$ cat config.mk
export PLATFORM = sky130hd
export DESIGN_NAME = bfly2_pair_buffer
export DESIGN_NICKNAME = d
export VERILOG_FILES = /design/src/rtl/bfly2_pair_buffer.sv
export SDC_FILE = /design/constraint.sdc
export NUM_CORES = 1
export LEC_CHECK = 0
export BUFFER_PORTS_ARGS = -buffer_cell sky130_fd_sc_hd__buf_2
export CORE_MARGIN = 5
export CORE_UTILIZATION = 25
export DETAILED_ROUTE_END_ITERATION = 12
export PLACE_DENSITY = 0.4
export SYNTH_ARGS = -nofsm -noshare
export SYNTH_HDL_FRONTEND = slang
export SYNTH_SLANG_ARGS = --single-unit
$ cat constraint.sdc
create_clock -name clk -period 8.2 [get_ports clk]
set_clock_uncertainty 0.1 [all_clocks]
set_input_delay 0 -clock clk [delete_from_list [all_inputs] [get_ports clk]]
set_output_delay 0 -clock clk [all_outputs]
set_load 0.05 [all_outputs]
$ cat src/rtl/bfly2_pair_buffer.sv
// rtl/bfly2_pair_buffer.sv - natural-order input reorder feeding the radix-2 butterfly
// Buffers the first SPAN samples of each block, then emits (x[k], x[k+SPAN]) pairs.
module bfly2_pair_buffer #(
   parameter int W    = 36,
   parameter int N    = 32,
   parameter int SPAN = 16
) (
   input  logic         clk,
   input  logic         rst,
   input  logic         sync_clr,
   input  logic         in_valid,
   input  logic [W-1:0] in_r,
   input  logic [W-1:0] in_i,
   output logic         out_valid,
   output logic [W-1:0] do1r,
   output logic [W-1:0] do1i,
   output logic [W-1:0] do2r,
   output logic [W-1:0] do2i,
   output logic [4:0]   pair_idx,
   output logic         frame_done
);

   localparam int CW = $clog2(2 * SPAN);
   localparam int JW = $clog2(SPAN);
   localparam int FW = $clog2(N);

   typedef enum logic {FILL, PAIR} state_t;

   state_t         state;
   logic [CW-1:0]  cnt;
   logic [FW-1:0]  fcnt;
   logic [2*W-1:0] mem [SPAN];
   logic           accept;
   logic [JW-1:0]  j;
   logic [2*W-1:0] held;

   assign accept = in_valid && !sync_clr;
   // SPAN is a power of two, so the low cnt bits are both the write slot and j.
   assign j      = cnt[JW-1:0];
   assign held   = mem[j];

   always_ff @(posedge clk) begin
      if (accept && state == FILL) begin
         mem[j] <= {in_r, in_i};
      end
   end

   always_ff @(posedge clk or negedge rst) begin
      if (!rst) begin
         state      <= FILL;
         cnt        <= '0;
         fcnt       <= '0;
         out_valid  <= 1'b0;
         frame_done <= 1'b0;
         do1r       <= '0;
         do1i       <= '0;
         do2r       <= '0;
         do2i       <= '0;
         pair_idx   <= '0;
      end else begin
         out_valid  <= 1'b0;
         frame_done <= 1'b0;
         if (sync_clr) begin
            state <= FILL;
            cnt   <= '0;
            fcnt  <= '0;
         end else if (in_valid) begin
            cnt  <= cnt + 1'b1;
            fcnt <= fcnt + 1'b1;
            case (state)
               FILL: begin
                  if (cnt == CW'(SPAN - 1)) begin
                     state <= PAIR;
                  end
               end
               PAIR: begin
                  do1r       <= held[2*W-1:W];
                  do1i       <= held[W-1:0];
                  do2r       <= in_r;
                  do2i       <= in_i;
                  pair_idx   <= 5'(j);
                  out_valid  <= 1'b1;
                  frame_done <= (fcnt == FW'(N - 1));
                  if (cnt == CW'(2 * SPAN - 1)) begin
                     state <= FILL;
                  end
               end
               default: state <= FILL;
            endcase
         end
      end
   end

endmodule

==> flow_summary.ini, run 1 <==
[drt]
routed_wirelength_um = 145000
drt-wirelength-per-cell_um = 24.5
dr.pass1.iters = 5
ant_nets = 0
drcViolationCount = 0
num_vias = 26300
avgViaCountPerCell = 4.44
first_iter_violations = 1780

[cts]
post_cts_buffers = 0
clock_path_buffers = 3
clk_pin_slew_ns = 0.06
htree_levels = 4
cts.sinks = 1313
numCtsBuffers = 155
cts_root_buffer = clkbuf_16
insertion_delay_ns = 0.78
tritoncts = yes

[logic_synthesis]
synth_edf_count = 1152
yosys_warnings = 0
syn_inst = 2752
syn-cell-area_sq_um = 49800
ys_seq_area_share_pct = 77.5
synth_top_area_cell = edfxtp_1
synthFlopType = edfxtp_1
ys_types = 47
synth.net_count = 2834
async_reset_ff_share_pct = 12.3
yosysTopAreaCellShare_pct = 69.5
synth.avg_cell_area_sq_um = 18.1
synthTopCellsByCount = edfxtp_1 (1152), mux2i_1 (375), nand2_1 (244)
synth-seq-cells = 1313
yosysMostFrequentCell = edfxtp_1
ys_top_cells_by_area = edfxtp_1 (69%), dfrtp_1 (8.1%), mux2i_1 (7.5%), mux4_2 (4.5%), nand2_1 (1.8%)

[placed_design]
dp_slack_ns = 3.81
hpwl_um = 76100
io_buffers = 225
dpl_cell_area_sq_um = 53900
gp_congestion = 0.670

[hold_path]
min_path_cells = 4
hold_end = do2i[32]$_DFFE_PN0P_
min_path_type = input pin to register
worstHoldStart = in_i[32]

[layout]
drive_gt1_share_pct = 19.4
fin_util_pct = 30.4
seq_area_sq_um = 38600
multi_input_area_sq_um = 10300
fillerInstances = 19500
nets = 3228
syn_to_final_growth_pct = 20.8
final_cell_area_sq_um = 60100

[worst_setup_path]
path_buf_inv = 2
cp-start-kind = register
r2r_setup_slack_ns = 3.92
cpMaxStageDelayCell = dfrtp_4
path_class = register to register
crit_chain = ha_1 > nand2_1 > or3_1 > nor2_4 > buf_4 > buf_4
crit_path_end_kind = register
r2r-start = cnt[0]$_DFFE_PN0P_
crit_path_max_incr_delay_ns = 1.00
critPathArrivalTime_ns = 4.57
critPathTopFamily = simple AND/OR/NAND/NOR gates
worstReg2RegEnd = mem[11][46]$_DFFE_PP_
crit_top_cell = buf_4
reg2reg_depth = 6
cp.required_ns = 8.49
worstPathMaxFanout = 42

[power_and_ir_drop]
irDropWorstVdd_mv = 0.210
power_mw = 14.8
leakage_nw = 20.2
power.density_nw_per_um2 = 247

[status]
status = finished, final reports clean

[floorplanning]
fp.dieW_um = 456
die-area_sq_um = 208000
top_level_ports = 227
initial_core_util_pct = 25.2
row_count = 163
die_y_um = 456
core-area_sq_um = 198000

[grt]
grt_usage_pct = 13.7
grt_max_degree = 110
overflow = 0
antenna_found_initial = 7
grt_pass1_vias = 27700
grt_pass1_wl_um = 207000

[sta]
report.final.slew_viol_count = 0
setup_violations = 0
post-route-period-util_pct = 52.1
post-route-min-period_ns = 4.28
fmax_ghz = 0.234
setup_ws_ns = 3.92
relSlewSlack_pct = 6.89
timing.setup.tns_ns = 0
rsz0062_at_grt = false
finalHoldViolations = 0
worst_slew_pin_slew_ns = 1.40

[job]
drv_cap = 0
==> cell usage in the layout (no fill, tap or decap), types with 50 or more instances in the layout <==
cell type and instances:
dfrtp_1 157, buf_4 50, nor2_1 84, nor3_1 59, edfxtp_1 1152, buf_2 224
mux2i_1 375, nand2_1 244, a21oi_1 77, o22ai_1 133, clkbuf_16 158, mux4_2 100
dlygate4sd3_1 114
==> how the worst max path moves through the flow <==
stage,endpoint,cells after the start,start,slack [ns]
2_1_floorplan,mem[12][0]$_DFFE_PP_,9,cnt[0]$_DFFE_PN0P_,3.09
6_report,mem[11][46]$_DFFE_PP_,6,cnt[0]$_DFFE_PN0P_,3.92
5_1_grt,mem[11][46]$_DFFE_PP_,6,cnt[0]$_DFFE_PN0P_,3.65
3_3_place_gp,mem[11][36]$_DFFE_PP_,6,cnt[0]$_DFFE_PN0P_,3.88
3_5_place_dp,mem[11][38]$_DFFE_PP_,6,cnt[0]$_DFFE_PN0P_,3.81
4_1_cts,mem[11][46]$_DFFE_PP_,6,cnt[0]$_DFFE_PN0P_,3.76
==> flip-flops by register name (all words and copies together), names as in the netlist <==
signal,cells
do2i,36
frame_done,1
do2r,36
fcnt,5
do1r,36
cnt,5
state,1
mem,1152
do1i,36
out_valid,1
pair_idx,4
==> cells by family (layout without fill, tap and decap cells) <==
| logic type | Yosys count | count (layout) | synth area share [%] |
|---|---|---|---|
| flip-flops | 1313 | 1313 | 77.5 |
| buffers and inverters | 163 | 689 | 2.04 |
| adder cells (fa/ha/maj) | 6 | 6 | 0.151 |
| other | 1 | 4 | 0.00753 |
| XOR/XNOR | 6 | 6 | 0.106 |
| multiplexers | 476 | 476 | 12.1 |
| AO/OA/AOI/OAI | 335 | 335 | 4.25 |
| AND/OR/NAND/NOR | 452 | 452 | 3.82 |
==> per-layer routing <==
metal  track usage, %  share of wire [%]  vias up
li1                 -                  -    11700
met3             2.20                3.4      216
met2             23.4                 50      480
met1             18.0                 44    13900
met5                0             0.0090        -
met4             3.79                2.3        2
==> power by group <==
part / total (mW) / switching [mW] / internal [mW]
clock: 6.83 / 2.80 / 4.04
sequential: 7.35 / 0.0281 / 7.32
combinational: 0.665 / 0.408 / 0.257
total: 14.8 / 3.23 / 11.6
==> final cells by class <==
type,count,share of cell area (%)
Sequential cell,1313,64.2
Multi-Input combinational cell,1276,17.1
Clock buffer,222,7.26
Tap cell,2640,5.49
Timing Repair Buffer,395,4.62
Clock inverter,67,1.19
Inverter,5,0.0437
Antenna cell,3,0.0125
==> per-stage QoR <==
stage / cells / hold slack [ns]
3_5_place_dp: 5514 / -0.174
5_1_grt: 5919 / 0.0418
4_1_cts: 5918 / 0.000117
6_report: 5921 / 0.0607
2_1_floorplan: 2752 / -0.396
3_3_place_gp: 5514 / -0.173
==> worst reg2reg max path: stages, from the launching register on <==
cell and delay (ns):
dfrtp_4 1.00, ha_1 0.28, nand2_1 0.11, or3_1 0.51
nor2_4 0.67, buf_4 0.54, buf_4 0.62
==> what timing repair did <==
action / 4_1_cts / 5_1_grt
endpoints found under the hold margin: 1396 / 0
gates resized for setup: 0 / 0
hold buffers: 115 / 0
Note: power is estimated with default switching activity, not from simulation.
==> inputs of run 2 (changes only) <==
--- a/config.mk
+++ b/config.mk
@@ -9,7 +9,7 @@
 export CORE_MARGIN = 5
 export CORE_UTILIZATION = 25
 export DETAILED_ROUTE_END_ITERATION = 12
-export PLACE_DENSITY = 0.4
+export PLACE_DENSITY = 0.42
 export SYNTH_ARGS = -nofsm -noshare
 export SYNTH_HDL_FRONTEND = slang
 export SYNTH_SLANG_ARGS = --single-unit
==> constraint.sdc (replaced) <==
create_clock -name clk -period 3.8 [get_ports clk]
set_clock_uncertainty 0.1 [all_clocks]
set_input_delay 0 -clock clk [delete_from_list [all_inputs] [get_ports clk]]
set_output_delay 0 -clock clk [all_outputs]
set_load 0.05 [all_outputs]
==> run 2 against run 1 <==
Clock power rose by 110%. Cell count up 0.47%. Die area did not move. Non-clock buffer count grew 33. Setup slack got worse by 2.9 ns. Sequential share of layout area down 0.42 points. Core utilization up 0.20 points. Global-route usage fell by 0.11 points. Clock-buffer cell count shrank 7. Critical endpoint is now do1i[33]$_DFFE_PN0P_. Largest cell class unchanged.
==> flow_summary.ini, run 2 (synthesized netlist as in run 1, its figures left out) <==
[status]
status = finished, final reports clean

[sta]
post-route-period-util_pct = 73.4
hold_slack_ns = 0.0665
worst_slew_pin_slew_ns = 1.09
finalHoldViolations = 0
setup_violations = 0
post-route-min-period_ns = 2.79
fmax_ghz = 0.359
rsz0062_at_grt = false
relSlewSlack_pct = 26.7
report.final.slew_viol_count = 0
setup_ws_ns = 1.01

[drt]
drcViolationCount = 0
avgViaCountPerCell = 4.40
num_vias = 26200
dr.pass1.iters = 5
routed_wirelength_um = 143000
drt-wirelength-per-cell_um = 24.1
ant_nets = 0
first_iter_violations = 1668

[placed_design]
hpwl_um = 76000
io_buffers = 225
dpl_cell_area_sq_um = 54200
gp_congestion = 0.683
dp_slack_ns = 0.954
placed_cells = 5534

[floorplanning]
core-area_sq_um = 198000
die-area_sq_um = 208000
row_count = 163
fp.dieW_um = 456
top_level_ports = 227
die_y_um = 456
initial_core_util_pct = 25.2

[cts]
cts_root_buffer = clkbuf_16
insertion_delay_ns = 0.78
clk_pin_slew_ns = 0.06
htree_levels = 4
cts_resized = 0
numCtsBuffers = 154
post_cts_buffers = 0
cts.sinks = 1313
cts_hold_buffers = 128
tritoncts = yes
clock_path_buffers = 3

[layout]
largest_register = mem
final_cell_area_sq_um = 60500
syn_to_final_growth_pct = 21.6
layoutNonFillerInstCount = 5949
largest_register_ffs = 1152
nets = 3260
layout_common_cells = edfxtp_1 (1152), mux2i_1 (375), nand2_1 (244)
drive_gt1_share_pct = 19.7
final_common_cell = edfxtp_1
fillerInstances = 19500

[worst_setup_path]
path_buf_inv = 1
critPathArrivalTime_ns = 3.39
critPathTopFamily = simple AND/OR/NAND/NOR gates
cp.required_ns = 4.41
cp-start-kind = register
cpMaxStageDelayCell = or3b_1
crit_path_end_kind = register
worstPathMaxFanout = 91
crit_chain = buf_12 > or3b_1 > o22ai_1 > nor3_1 > a21oi_1
path_class = register to register
crit_path_max_incr_delay_ns = 0.80

[grt]
overflow = 0
grt_pass1_wl_um = 207000
antenna_found_initial = 4
grt_max_degree = 139
grt_usage_pct = 13.6
grt_pass1_vias = 27900

[power_and_ir_drop]
seqPwrFrac_pct = 49.8
switching_share_pct = 21.5
irDropWorstVdd_mv = 0.377
p_clk_share_pct = 45.6
power.density_nw_per_um2 = 525
p_int_mw = 25.0
leakage_nw = 20.4
p_switching_mw = 6.83
pwr-share-comb_pct = 4.6
power_mw = 31.8

[hold_path]
min_path_type = input pin to register

[job]
drv_cap = 0
[run 2: cell type report]
class,count,area (sq um),area share [%]
Sequential cell,1313,38600,63.8
Multi-Input combinational cell,1276,10300,17.0
Clock buffer,215,4280,7.07
Tap cell,2640,3300,5.46
Timing Repair Buffer,428,3260,5.39
Clock inverter,71,719,1.19
Inverter,5,26.3,0.0434
Antenna cell,1,2.50,0.00413
[run 2: worst paths after layout]
path	endpoint	cells past startpoint	from	slack (ns)
max reg2reg	do1i[33]$_DFFE_PN0P_	5	cnt[0]$_DFFE_PN0P_	1.01
min in group asynchronous	do2i[25]$_DFFE_PN0P_	4	rst	0.36
min reg2reg	do2i[32]$_DFFE_PN0P_	2	do2i[32]$_DFFE_PN0P_	0.37
max in group asynchronous	do2r[22]$_DFFE_PN0P_	4	rst	2.70
max	do1i[33]$_DFFE_PN0P_	5	cnt[0]$_DFFE_PN0P_	1.01
min	do2i[28]$_DFFE_PN0P_	4	in_i[28]	0.07
[run 2: metrics by stage]
step / util (%) / TNS, ns
2_1_floorplan: - / -279.80
4_1_cts: 30.6 / 0
3_3_place_gp: 27.4 / 0
5_1_grt: 30.6 / 0
3_5_place_dp: 27.4 / 0
6_report: 30.6 / 0
[run 2: power by group through the flow]
stage          clock network (mW)  logic (mW)  registers, mW
3_5_place_dp                    0        1.40           16.1
6_report                     14.5        1.47           15.8
2_1_floorplan                   0       0.845           16.1
4_1_cts                      15.0        1.52           15.8
3_3_place_gp                    0        1.40           16.1
5_1_grt                      15.6        1.60           15.8
[run 2: worst register-to-register path, delay by kind of cell (launching register included)]
kind,cells,cell delay [ns]
buffers and inverters,1,0.59
AOI/OAI and AO/OA,2,0.48
and+or+nand+nor,2,0.92
DFF,1,0.65
[run 2: routing by layer]
layer	up-vias	global-route usage, %	share of wire [%]
li1	11700	-	-
met1	13800	17.9	45
met2	462	23.0	49
met3	160	2.68	4.1
met4	0	3.32	1.9
met5	-	0	0
